===== src/rtl/aes_round_ctrl.sv =====
// AES-128 encryption sequencer: key-expansion handshake, then rounds 0..10 on the round datapath.
// Optional key cache enabled by defining AES_KEY_CACHE_EN (default build has no cache).
module aes_round_ctrl #(
   parameter int KEYGEN_TIMEOUT = 31,
   parameter int NUM_ROUNDS     = 10
) (
   input  logic         pi_clk,
   input  logic         pi_rst,
   input  logic         pi_start,
   input  logic         pi_abort,
   input  logic [127:0] pi_key,
   input  logic         pi_keys_generated,
   output logic         po_ready,
   output logic         po_busy,
   output logic [127:0] po_key_out,
   output logic         po_generate_keys,
   output logic [3:0]   po_current_round,
   output logic         po_load_state,
   output logic         po_round_en,
   output logic         po_last_round,
   output logic         po_done,
   output logic         po_error
);

   typedef enum logic [2:0] {
      S_IDLE, S_KEY_REQ, S_KEY_WAIT, S_LOAD, S_ROUND, S_FINAL, S_DONE
   } state_t;

   localparam logic [7:0] TMO_LAST   = 8'(KEYGEN_TIMEOUT - 1);
   localparam logic [3:0] LAST_ROUND = 4'(NUM_ROUNDS);

   state_t       r_state;
   state_t       w_next;
   logic [127:0] r_key;
   logic [7:0]   r_tmo_cnt;
   logic [3:0]   r_round;
   logic         r_error;
   logic         w_accept;
   logic         w_timeout;
   logic         w_cache_hit;

   assign w_accept  = (r_state == S_IDLE) && pi_start && !pi_abort;
   assign w_timeout = (r_state == S_KEY_WAIT) && !pi_keys_generated && (r_tmo_cnt == TMO_LAST);

`ifdef AES_KEY_CACHE_EN
   logic r_key_valid;

   // Round keys stay valid until a key expansion is abandoned (abort or timeout).
   always_ff @(posedge pi_clk) begin
      if (pi_rst)
         r_key_valid <= 1'b0;
      else if (pi_abort && (r_state == S_KEY_REQ || r_state == S_KEY_WAIT))
         r_key_valid <= 1'b0;
      else if (w_timeout)
         r_key_valid <= 1'b0;
      else if (r_state == S_KEY_WAIT && pi_keys_generated)
         r_key_valid <= 1'b1;
   end

   assign w_cache_hit = r_key_valid && (pi_key == r_key);
`else
   assign w_cache_hit = 1'b0;
`endif

   always_ff @(posedge pi_clk) begin
      if (pi_rst)
         r_state <= S_IDLE;
      else
         r_state <= w_next;
   end

   always_comb begin
      w_next = r_state;
      if (pi_abort) begin
         w_next = S_IDLE;
      end else begin
         case (r_state)
            S_IDLE:     if (w_accept) w_next = w_cache_hit ? S_LOAD : S_KEY_REQ;
            S_KEY_REQ:  w_next = S_KEY_WAIT;
            S_KEY_WAIT: begin
               if (pi_keys_generated)
                  w_next = S_LOAD;
               else if (w_timeout)
                  w_next = S_IDLE;
            end
            S_LOAD:     w_next = S_ROUND;
            S_ROUND:    if (r_round == LAST_ROUND - 4'd1) w_next = S_FINAL;
            S_FINAL:    w_next = S_DONE;
            S_DONE:     w_next = S_IDLE;
            default:    w_next = S_IDLE;
         endcase
      end
   end

   // Error is registered so it appears as a one-cycle pulse in the IDLE cycle after the timeout.
   always_ff @(posedge pi_clk) begin
      if (pi_rst) begin
         r_key     <= '0;
         r_tmo_cnt <= '0;
         r_round   <= '0;
         r_error   <= 1'b0;
      end else begin
         r_error <= w_timeout && !pi_abort;
         if (w_accept)
            r_key <= pi_key;
         if (r_state == S_KEY_REQ)
            r_tmo_cnt <= '0;
         else if (r_state == S_KEY_WAIT)
            r_tmo_cnt <= r_tmo_cnt + 8'd1;
         if (r_state == S_LOAD)
            r_round <= 4'd1;
         else if (r_state == S_ROUND)
            r_round <= r_round + 4'd1;
      end
   end

   assign po_key_out = r_key;

   always_comb begin
      po_ready         = 1'b0;
      po_busy          = 1'b1;
      po_generate_keys = 1'b0;
      po_current_round = 4'd0;
      po_load_state    = 1'b0;
      po_round_en      = 1'b0;
      po_last_round    = 1'b0;
      po_done          = 1'b0;
      po_error         = r_error;
      case (r_state)
         S_IDLE: begin
            po_ready = 1'b1;
            po_busy  = 1'b0;
         end
         S_KEY_REQ: po_generate_keys = 1'b1;
         S_LOAD:    po_load_state    = 1'b1;
         S_ROUND: begin
            po_current_round = r_round;
            po_round_en      = 1'b1;
         end
         S_FINAL: begin
            po_current_round = LAST_ROUND;
            po_round_en      = 1'b1;
            po_last_round    = 1'b1;
         end
         S_DONE: begin
            po_current_round = LAST_ROUND;
            po_done          = 1'b1;
         end
         default: ;
      endcase
   end

endmodule


===== config.mk =====
export PLATFORM = sky130hd
export DESIGN_NAME = aes_round_ctrl
export DESIGN_NICKNAME = d
export VERILOG_FILES = /design/src/rtl/aes_round_ctrl.sv
export SDC_FILE = /design/constraint.sdc
export NUM_CORES = 1
export LEC_CHECK = 0
export ABC_AREA = 0
export CORE_ASPECT_RATIO = 1.4
export CORE_MARGIN = 2
export CORE_UTILIZATION = 41
export DETAILED_ROUTE_END_ITERATION = 7
export PLACE_DENSITY = 0.8
export SYNTH_ARGS = -nofsm -noshare
export SYNTH_HDL_FRONTEND = slang
export SYNTH_SLANG_ARGS = --single-unit

===== constraint.sdc =====
create_clock -name pi_clk -period 1.8 [get_ports pi_clk]
set_input_delay 0.45 -clock pi_clk [delete_from_list [all_inputs] [get_ports pi_clk]]
set_output_delay 0.45 -clock pi_clk [all_outputs]
set_load 0.03 [all_outputs]

==> results.yml, run 1 <==
outcome:
  status: "complete, but fails checks"
  violations: "setup timing"
logic_synthesis:
  syn_avg_cell_area_sq_um: 8.33
  yosys_warnings: 0
  synth_ff_type: "dfxtp_1"
  yosys.cell_count.top_type: "dfxtp_1"
  synth_top_family_by_area: "compound AO/OA/AOI/OAI gates"
  yosysTopAreaCell: "dfxtp_1"
  synthAdderAreaFrac_pct: 0.867
  netlist_top_cells_area: "dfxtp_1 (50%), a21oi_1 (12%), nand3_1 (11%)"
  synthArstFlopShare_pct: 0
  synth_xor_area_share_pct: 0.152
  ys_seq_area_share_pct: 50.0
  muxShareOfSynthArea_pct: 0.520
  synth.top_cell.area_share_pct: 50.0
  syn_area_sq_um: 5770
  synthSimpleGateAreaFrac_pct: 16.5
  yosys.cell_types.count: 39
  synth_seq_cells: 144
  synth-edff-count: 0
  syn_nets: 830
  synth.top_cells.by_count: "dfxtp_1 (144), a21oi_1 (139), nand3_1 (131), o21ai_0 (126), clkbuf_1 (57)"
  synthCells: 693
  synth-compound-area-share_pct: 24.9
power_and_ir_drop:
  p_switching_mw: 2.29
  p_leak_nw: 3.87
  seqPwrFrac_pct: 41.6
  p_sw_share_pct: 28.1
  clockPowerShare_pct: 41.4
  power_frac_comb_pct: 16.9
  p_per_area_nw_per_um2: 870
  power.internal_mw: 5.85
  irDropWorstVdd_v: 0.000589
global_route:
  grt_usage_pct: 24.5
  grt_max_degree: 80
  grt_overflow: 0
  grt_antenna_before_repair: 0
  grt_pass1_vias: 6017
  grt_pass1_wl_mm: 29.9
layout:
  fillCellCount: 1193
  finalNonFillerCells: 1145
  areaGrowthSynthToFinish_pct: 62.0
  num_antenna_cells: 0
  fin_util_pct: 67.5
  fin_area_sq_um: 9350
  nets: 1084
  drive_gt1_share_pct: 10.8
setup_path:
  max_stage_delay_ns: 0.45
  reg2reg_slack_ns: 0.04
  path_cells: "or3_4 -> buf_8 -> buf_6"
  timing.critical_path.required_ns: 1.35
  end_kind: "output port"
  crit_path_start_kind: "register"
  slowest_stage: "or3_4"
  crit_arrival_ns: 1.49
  worstPathMaxFanout: 4
  path_class: "register to output port"
detailed_routing:
  post_drt_wl_per_cell_um: 17.5
  antenna_left: 0
  wirelength_mm: 20.1
  num_vias: 6354
  drtIter0Drc: 246
  first_pass_iters: 7
  avgViaCountPerCell: 5.55
  drc_errors: 0
floorplan:
  die_w_um: 104
  fp.dieArea_sq_um: 15100
  rows: 51
  core-area_sq_um: 13800
  dieHeight_um: 144
  initial_utilization_pct: 41.7
  ioPinCount: 273
timing:
  fmax_mhz: 514
  hold_viol: 0
  relSlewSlack_pct: 64.7
  clock_skew_ns: 0.00757
  setup_viol: 8
  slew_violations: 0
  rsz0062_at_grt: "true"
  post-route-period-util_pct: 108
  setup_ws_ns: -0.144
  fin_crit_ns: 1.94
  tightest_slew_ns: 0.530
cts:
  clk_pin_slew_ns: 0.06
  tritoncts: "done"
  numCtsBuffers: 17
  cts_buffer_depth: 2
  cts_root_buffer: "clkbuf_16"
  clk-insertion-delay-late_ns: 0.41
  htreeDepth: 4
  cts_sinks: 144
place:
  dp_slack_ns: -0.0500
  port_buffers: 272
  gp_congestion: 0.852
  place_area_sq_um: 8650
  hpwl_mm: 12.8
  dp_cells: 1101
min_path:
  worstHoldPathType: "input pin to register"
flow_run:
  maxCapViolCount: 0
## what timing repair did
action	4_1_cts	5_1_grt
setup buffers	5	6
pin swaps	3	4
gates cloned	0	2
setup endpoints to repair	140	101
endpoints found under the hold margin	0	0
hold buffers	0	0
gates resized for setup	151	27
## sequential cells by signal, indices dropped and copies added (netlist names)
signal	count
r_state	3
r_round	4
po_error	1
r_tmo_cnt	8
po_key_out	128
## logic make-up (layout without fill, tap and decap cells)
kind of cell             after synthesis  count (layout)
AO/OA/AOI/OAI                        280             280
XOR/XNOR                               1               1
adder cells (fa/ha/maj)                4               4
buffers and inverters                 83             350
flip-flops                           144             144
multiplexers                           3               3
AND/OR/NAND/NOR                      178             178
## area by class of cell
type                       instances  area, sq um  area share (%)
multi-input combinational        466         2570            27.5
sequential                       144         2890            31.0
clock inverter                    13          129            1.38
tap                              185          231            2.48
clock buffer                      19          433            4.63
inverter                           8         37.5           0.402
timing repair buffer             310         3050            32.6
## layout by cell type, fill, tap and decap left out, drive strengths merged, types with 2 or more instances in the layout
cell type / synthesis / routed
dfxtp: 144 / 144
a21oi: 139 / 139
nand3: 131 / 131
clkdlybuf4s50: 0 / 131
dlygate4sd2: 0 / 129
o21ai: 129 / 129
buf: 18 / 48
clkbuf: 57 / 21
inv: 8 / 13
nand2: 8 / 8
nor2: 7 / 7
clkinvlp: 0 / 5
nand2b: 5 / 5
a211oi: 4 / 4
ha: 4 / 4
or3b: 4 / 4
nand3b: 3 / 3
mux2i: 3 / 3
nor4bb: 3 / 3
nor2b: 3 / 3
and2: 2 / 2
nand4: 2 / 2
o31ai: 2 / 2
or4: 2 / 2
a2111oi: 2 / 2
clkinv: 0 / 2
or3: 2 / 2
nor3b: 2 / 2
nor4: 2 / 2
## power groups by stage
stage	Clock [mW]	Sequential (mW)	Combinational, mW
final	3.37	3.39	1.38
after detailed placement	0	3.46	1.41
after floorplan	0	3.73	0.430
after CTS	3.43	3.39	1.34
after global routing	3.56	3.40	1.47
after global placement	0	3.46	1.40
## worst max-delay path: cells and delay by family, from the launching register on
family,cells,cell delay (ns)
simple gates,1,0.45
flops,1,0.35
buf+inv,2,0.28
## worst paths after layout
check,endpoint,depth (start not counted),from
max reg2reg,r_tmo_cnt[5],5,r_state[1]
min reg2reg,po_key_out[18],2,po_key_out[18]
max,po_busy,3,r_state[1]
min,po_key_out[113],2,pi_rst
## metal layers
metal | part of all wire [%] | vias to the layer above | track usage, %
met1 | 38 | 3069 | 28.2
li1 | - | 3002 | -
met4 | 3.2 | 0 | 11.9
met5 | 0 | - | 0
met3 | 5.3 | 45 | 5.14
met2 | 54 | 238 | 43.3
## per-stage QoR
stage               setup TNS [ns]  hold slack (ns)  power (mW)
floorplan                        0            0.465        4.16
global placement          -0.00303            0.458        4.86
detailed placement           -1.44            0.465        4.88
CTS                         -0.815            0.371        8.16
global route                 -1.17            0.394        8.43
finish                      -0.692            0.386        8.14
Power figures use the tool's default switching activity.
==> run 2: changes to the inputs <==
--- a/config.mk
+++ b/config.mk
@@ -6,11 +6,13 @@
 export NUM_CORES = 1
 export LEC_CHECK = 0
 export ABC_AREA = 0
+export CAP_MARGIN = 20
 export CORE_ASPECT_RATIO = 1.4
 export CORE_MARGIN = 2
 export CORE_UTILIZATION = 41
 export DETAILED_ROUTE_END_ITERATION = 7
-export PLACE_DENSITY = 0.8
+export GPL_ROUTABILITY_DRIVEN = 0
+export PLACE_DENSITY = 0.91
 export SYNTH_ARGS = -nofsm -noshare
 export SYNTH_HDL_FRONTEND = slang
 export SYNTH_SLANG_ARGS = --single-unit
==> results.yml, run 2 (synthesis results as in run 1) <==
outcome:
  status: "complete, but fails checks"
  violations: "setup timing"
detailed_routing:
  wirelength_mm: 19.9
  drc_errors: 0
  post_drt_wl_per_cell_um: 17.3
  drtIter0Drc: 392
  avgViaCountPerCell: 5.56
  routed.top_layer: "met4"
  dr_wl_met3_mm: 1.24
  dr_wl_met2_mm: 10.3
  first_pass_iters: 5
  num_vias: 6380
  met1Wirelength_mm: 7.59
  antenna_left: 0
cts:
  cts_sinks: 144
  clk_pin_slew_ns: 0.07
  htreeDepth: 4
  cts_root_buffer: "clkbuf_16"
  numCtsBuffers: 17
  clk-insertion-delay-late_ns: 0.41
  cts_buffer_depth: 2
  ctsHoldBuffers: 0
  tritoncts: "done"
timing:
  holdWs_ns: 0.431
  fin_crit_ns: 1.87
  post-route-period-util_pct: 104
  fmax_mhz: 534
  setup_viol: 10
  hold_viol: 0
  tightest_slew_ns: 0.496
  rsz0062_at_grt: "true"
  slew_violations: 0
  relSlewSlack_pct: 66.5
  clock_skew_ns: 0.00883
  setup_ws_ns: -0.0736
min_path:
  worstHoldPathType: "input pin to register"
layout:
  fin_area_sq_um: 9380
  drive_gt1_share_pct: 11.2
  layout_common_cells: "dfxtp_1 (141), a21oi_1 (137), nand3_1 (131), clkdlybuf4s50_1 (131), dlygate4sd2_1 (129)"
  areaGrowthSynthToFinish_pct: 62.5
  nets: 1087
  num_antenna_cells: 0
  largest_reg_flops: 128
  final_common_cell: "dfxtp_1"
  finalNonFillerCells: 1148
setup_path:
  crit_path_start_kind: "register"
  path_class: "register to output port"
  max_stage_delay_ns: 0.37
  end_kind: "output port"
  crit_path_frequent_cell: "buf_6"
  crit_arrival_ns: 1.42
  path_cells: "buf_6 -> nor4bb_4 -> buf_6"
  worstPathMaxFanout: 6
  timing.critical_path.required_ns: 1.35
  slowest_stage: "dfxtp_4"
floorplan:
  dieHeight_um: 144
  initial_utilization_pct: 41.7
  ioPinCount: 273
  rows: 51
  core-area_sq_um: 13800
  fp.dieArea_sq_um: 15100
  die_w_um: 104
place:
  place_area_sq_um: 8650
  port_buffers: 272
  dp_cells: 1102
  hpwl_mm: 13.1
power_and_ir_drop:
  p_per_area_nw_per_um2: 917
  p_switching_mw: 2.30
  p_leak_nw: 3.91
  power_frac_comb_pct: 15.7
  irDropWorstVdd_v: 0.000799
  clockPowerShare_pct: 44.9
  p_sw_share_pct: 26.7
  power.internal_mw: 6.30
  seqPwrFrac_pct: 39.4
  p_total_mw: 8.59
global_route:
  grt_usage_pct: 24.3
  grt_overflow: 0
  grt_pass1_vias: 5787
  grt_pass1_wl_mm: 29.5
  grt_antenna_before_repair: 0
  grt_max_degree: 66
flow_run:
  maxCapViolCount: 0
-- run 2: cell count changes in the layout (fill, tap and decap cells not counted), sizes merged --
cell,delta
clkinvlp,-2
clkinv,-1
buf,+3
dlymetal6s2s,+1
clkbuf,-1
bufinv,+3
-- run 2: per-stage QoR --
stage / util (%) / TNS [ns] / worst slack [ns]
after floorplan: - / 0 / 0.0265
after global placement: 62.5 / -0.844 / -0.0282
after detailed placement: 62.5 / -4.02 / -0.111
after CTS: 66.6 / -0.776 / -0.131
after global routing: 67.7 / -0.904 / -0.127
final: 67.7 / -0.327 / -0.0736
-- run 2: power groups by stage --
stage,Sequential [mW],Clock (mW),Combinational (mW)
2_1_floorplan,3.73,0,0.430
3_3_place_gp,3.46,0,1.40
3_5_place_dp,3.46,0,1.42
4_1_cts,3.39,3.91,1.34
5_1_grt,3.40,4.05,1.44
6_report,3.39,3.86,1.35
-- run 2: cell type report --
class / instances / area [sq um]
inverters: 8 / 37.5
flip-flops and latches: 144 / 2890
fillers: 1101 / 4470
clock inverters: 13 / 200
repair buffers: 313 / 3020
clock buffers: 19 / 443
well taps: 185 / 231
multi-input cells: 466 / 2550
-- run 2: worst paths after layout --
| kind | slack, ns | to | startpoint | cells after the start |
|---|---|---|---|---|
| min reg2reg | 0.47 | po_key_out[42] | po_key_out[42] | 2 |
| max | -0.07 | po_current_round[0] | r_state[1] | 3 |
| max reg2reg | -0.01 | r_tmo_cnt[5] | r_state[1] | 4 |
| min | 0.43 | po_key_out[112] | pi_rst | 2 |
-- run 2: layer usage --
metal	up-vias	global-route usage (%)
met1	3009	29.1
met5	-	0
li1	2999	-
met4	0	11.9
met2	317	41.2
met3	55	5.32
-- run 2: worst max-delay path, delay by kind of cell, from the launching register on --
kind          cells  cell delay [ns]
flops             1             0.37
simple gates      1             0.33
buf+inv           2             0.32
-- run 2: repair_timing --
item / CTS / global route
endpoints found under the setup margin: 140 / 13
buffers inserted: 5 / 8
resized for setup: 143 / 23
pin swaps: 2 / 1
cloned: 0 / 1
==> run 3: changes to the inputs <==
--- a/config.mk
+++ b/config.mk
@@ -13,6 +13,7 @@
 export DETAILED_ROUTE_END_ITERATION = 7
 export GPL_ROUTABILITY_DRIVEN = 0
 export PLACE_DENSITY = 0.91
+export SLEW_MARGIN = 40
 export SYNTH_ARGS = -nofsm -noshare
 export SYNTH_HDL_FRONTEND = slang
 export SYNTH_SLANG_ARGS = --single-unit
==> results of run 3 <==
No change in the layout: final DEF, timing and power equal those of run 2.
